[src/rtl/pipeline_1.sv]
// -----------------------------------------------------------------------------
// pipeline_1 : IF/ID pipeline register of the pipelined RISC-V CPU.
//
// Captures the fetched instruction and its PC+4 on each rising clock edge and
// presents them to decode. The pair is held while memory reports busy-wait,
// and a synchronous reset loads a bubble (nop-like zero word, PC+4 = -4 so the
// first fetch after reset lines up with PC 0).
//
// Ports:
//   CLK                in   system clock, rising-edge active
//   RESET              in   synchronous, active-high; wins over BUSY_WAIT
//   INSTRUCTION        in   instruction word from instruction memory
//   PC_INCREMENT4      in   PC+4 from fetch
//   BUSY_WAIT          in   1 = hold current contents
//   INSTRUCTION_OUT    out  registered instruction to decode
//   PC_INCREMENT4_OUT  out  registered PC+4 to decode
// -----------------------------------------------------------------------------
module pipeline_1 #(
   parameter int                  DATA_WIDTH  = 32,
   parameter logic [DATA_WIDTH-1:0] INSTR_RESET = 32'h0000_0000,
   parameter logic [DATA_WIDTH-1:0] PC4_RESET   = 32'hFFFF_FFFC
) (
   input  logic                  CLK,
   input  logic                  RESET,
   input  logic [DATA_WIDTH-1:0] INSTRUCTION,
   input  logic [DATA_WIDTH-1:0] PC_INCREMENT4,
   input  logic                  BUSY_WAIT,
   output logic [DATA_WIDTH-1:0] INSTRUCTION_OUT,
   output logic [DATA_WIDTH-1:0] PC_INCREMENT4_OUT
);

   // Both fields live in one register so they can only update or hold as a
   // unit; a split update would pair an instruction with the wrong PC+4.
   typedef struct packed {
      logic [DATA_WIDTH-1:0] instr;
      logic [DATA_WIDTH-1:0] pc4;
   } if_id_t;

   if_id_t stage_q;
   if_id_t stage_d;

   always_comb begin
      stage_d.instr = INSTRUCTION;
      stage_d.pc4   = PC_INCREMENT4;
   end

   always_ff @(posedge CLK) begin
      if (RESET) begin
         stage_q.instr <= INSTR_RESET;
         stage_q.pc4   <= PC4_RESET;
      end else if (!BUSY_WAIT) begin
         stage_q <= stage_d;
      end
   end

   // Outputs come straight from the register: no input-to-output path.
   assign INSTRUCTION_OUT   = stage_q.instr;
   assign PC_INCREMENT4_OUT = stage_q.pc4;

endmodule

[config.mk]
export PLATFORM = sky130hd
export DESIGN_NAME = pipeline_1
export DESIGN_NICKNAME = d
export VERILOG_FILES = /design/src/rtl/pipeline_1.sv
export SDC_FILE = /design/constraint.sdc
export NUM_CORES = 1
export LEC_CHECK = 0
export ABC_AREA = 1
export ABC_CLOCK_PERIOD_IN_PS = 1130
export BUFFER_PORTS_ARGS = -buffer_cell sky130_fd_sc_hd__buf_2
export CORE_AREA = 2 2 93 95
export CTS_CLUSTER_SIZE = 40
export DETAILED_ROUTE_END_ITERATION = 16
export DIE_AREA = 0 0 95 97
export SETUP_SLACK_MARGIN = 0.5
export SLEW_MARGIN = 20
export SYNTH_ARGS = -nofsm -noshare
export SYNTH_HDL_FRONTEND = slang
export SYNTH_SLANG_ARGS = --single-unit
[constraint.sdc]
create_clock -name CLK -period 1.13 [get_ports CLK]
set_clock_uncertainty 0.1 [all_clocks]
set_input_delay 0.2825 -clock CLK [delete_from_list [all_inputs] [get_ports CLK]]
set_output_delay 0.2825 -clock CLK [all_outputs]
set_load 0.01 [all_outputs]
==> results.cfg <==
[status]
status = complete, but fails checks
violations = negative setup slack

[worst_hold_path]
hold_depth = 3
hold_end = INSTRUCTION_OUT[16]$_SDFFE_PP0N_
min-delay-path-class = input port to flop
hp-start = INSTRUCTION[16]

[critical_path]
reg2reg_to = PC_INCREMENT4_OUT[15]$_SDFFE_PP1N_
critPathMaxFanout = 2
worst_path_max_delay_cell = dfxtp_2
path_class = flop to output pin
startpoint_type = flop
critical_path.cell_chain = buf_6
worstPathRequired_ns = 0.75
rrSetupSlack_ns = 0.28
ff2ff_path_depth = 4
cp_top_family = flip-flops
r2r_start = PC_INCREMENT4_OUT[15]$_SDFFE_PP1N_
max_stage_delay_ns = 0.35
crit_path_end_kind = output pin
cp_num_buf_inv = 1
cp.arrival_ns = 0.79

[power]
p_seq_share_pct = 44.7
irDropWorstVdd_mv = 0.792
internal-power_mw = 4.33
leakagePower_nw = 2.08
power_density_nw_per_um2 = 1400
power_frac_comb_pct = 17.9
switchingPower_mw = 1.42
pwr-share-clk_pct = 37.4
p_sw_share_pct = 24.7

[floorplanning]
dieHeight_um = 97
start_util_pct = 29.9
rows = 33
die_w_um = 95
pin_count = 131
fp.coreArea_um2 = 8130
die_area_um2 = 9220

[routing]
viasPerCell = 4.19
via_count = 2466
avgRoutedWirePerCell_um = 11.6
dr.pass1.iters = 4
drt-initial-drc-count = 117
ant_nets = 0
drc = 0
wl_mm = 6.82

[timing]
timing.fmax_mhz = 854
hold_violations = 0
final.setup.tns_ns = -1.70
slew_headroom_pct = 88.4
final_max_slew_viol_count = 0
worstMarginPinSlew_ns = 0.174
setup_slack_ns = -0.0415
whs_ns = 0.0492
rsz0062_at_grt = true
setup_violations = 64
fin_crit_ns = 1.17
timing.final.crit_share_pct = 104

[synthesis]
synth_cell_types = 9
synth-seq-cells = 64
ys_top_cells_by_area = dfxtp_1 53%, nand2_1 20%, nor2_1 11%, nand3_1 6.2%, inv_1 5.4%
syn_area_um2 = 2430
avgSynthCellArea_um2 = 7.02
yosys_warnings = 0
yosys.area.top_type = dfxtp_1
seq_area_frac_synth_pct = 52.7
synth_top_area_share_pct = 52.7
synth.net_count = 413
syn-instance-count = 346

[cells_and_area]
diodes = 0
layout_commonest_cell = nand2_1
nFillCells = 789
drive_above_1_share_pct = 52.1
nets = 546
final_cell_mix = 116 x nand2_1, 68 x nor2_1, 66 x buf_6
area_delta_synth_final_pct = 68.6

[placed_design]
port_buffers = 130
gp_congestion = 0.670
dp_hpwl_mm = 4.32

[clock_tree]
worstSkewPairLatency_ns = 0.33
cts_root_buf = clkbuf_8
clk_path_buf_depth = 2
cts_tree = done
cts.htree.levels = 3
cts.clk_slew.worst_paths_ns = 0.07
cts_sinks = 64
cts_buffers = 9

[global_routing]
grt_start_max_net_pins = 41
grt.total_usage_pct = 15.2
grt_pass1_wl_mm = 11.0
grt_pass1_vias = 2440
antenna_found_initial = 0
grt-ovfl-total = 0

[job]
cap_violations = 0
how the worst max path moves through the flow:
stage | from | end | slack (ns) | cells after the start
after global placement | BUSY_WAIT | PC_INCREMENT4_OUT[20]$_SDFFE_PP1N_ | 0.02 | 5
after floorplan | BUSY_WAIT | PC_INCREMENT4_OUT[11]$_SDFFE_PP1N_ | 0.17 | 5
after CTS | INSTRUCTION_OUT[3]$_SDFFE_PP0N_ | INSTRUCTION_OUT[3] | -0.06 | 1
after detailed placement | BUSY_WAIT | PC_INCREMENT4_OUT[19]$_SDFFE_PP1N_ | -0.009 | 5
final | INSTRUCTION_OUT[8]$_SDFFE_PP0N_ | INSTRUCTION_OUT[8] | -0.04 | 1
after global routing | PC_INCREMENT4_OUT[13]$_SDFFE_PP1N_ | PC_INCREMENT4_OUT[13] | -0.08 | 1
state kept, by name, indices dropped and copies added, names as in the netlist:
register and count:
INSTRUCTION_OUT 32, PC_INCREMENT4_OUT 32
what timing repair did:
action | CTS | global route
pin swaps | 10 | 8
hold buffers | 0 | 0
cloned | 2 | 1
buffers inserted | 1 | 2
setup endpoints to repair | 128 | 128
resized for setup | 98 | 31
layout make-up:
cell class                      count  area [um^2]  area share, %
Clock buffer                       13          149           3.63
Clock inverter                      3         65.1           1.59
Inverter                           36          143           3.48
Multi-Input combinational cell    226          951           23.2
Sequential cell                    64         1360           33.2
Tap cell                          105          131           3.21
Timing Repair Buffer              142         1300           31.6
metrics by stage:
stage	setup slack [ns]	utilization [%]	power (mW)	area, um^2	cells
floorplan	0.173	-	2.98	2490	346
detailed placement	-0.00908	40.1	3.34	3260	567
CTS	-0.0590	49.1	5.80	3990	586
global placement	0.0167	40.1	3.32	3260	567
finish	-0.0415	50.4	5.75	4100	589
global route	-0.0807	50.4	6.04	4100	589
cells in the mapped netlist:
cell type,instances
buf_6,4
nand2_1,128
inv_2,1
buf_4,1
dfxtp_1,64
nor2_1,68
buf_2,15
nand3_1,30
inv_1,35
power by group through the flow:
| stage | Combinational, mW | Sequential, mW | Clock, mW |
|---|---|---|---|
| after floorplan | 0.338 | 2.64 | 0 |
| after global placement | 0.758 | 2.56 | 0 |
| after detailed placement | 0.773 | 2.57 | 0 |
| after CTS | 0.996 | 2.57 | 2.23 |
| after global routing | 1.15 | 2.59 | 2.31 |
| final | 1.03 | 2.57 | 2.15 |
logic make-up after synthesis:
kind of cell / Yosys count / share of synthesized area [%]
flip-flops: 64 / 52.7
AND/OR/NAND/NOR: 226 / 36.5
buffers and inverters: 56 / 10.8
per-layer routing:
layer / vias up / GRT usage [%] / wire (um) / share of wire [%]
met5: - / 0 / 0 / 0
met4: 0 / 6.35 / 85 / 1.2
met3: 10 / 4.67 / 493 / 7.2
met2: 84 / 26.5 / 3420 / 50
met1: 1089 / 16.9 / 2820 / 41
li1: 1283 / - / - / -
Note: power is estimated with default switching activity, not from simulation.
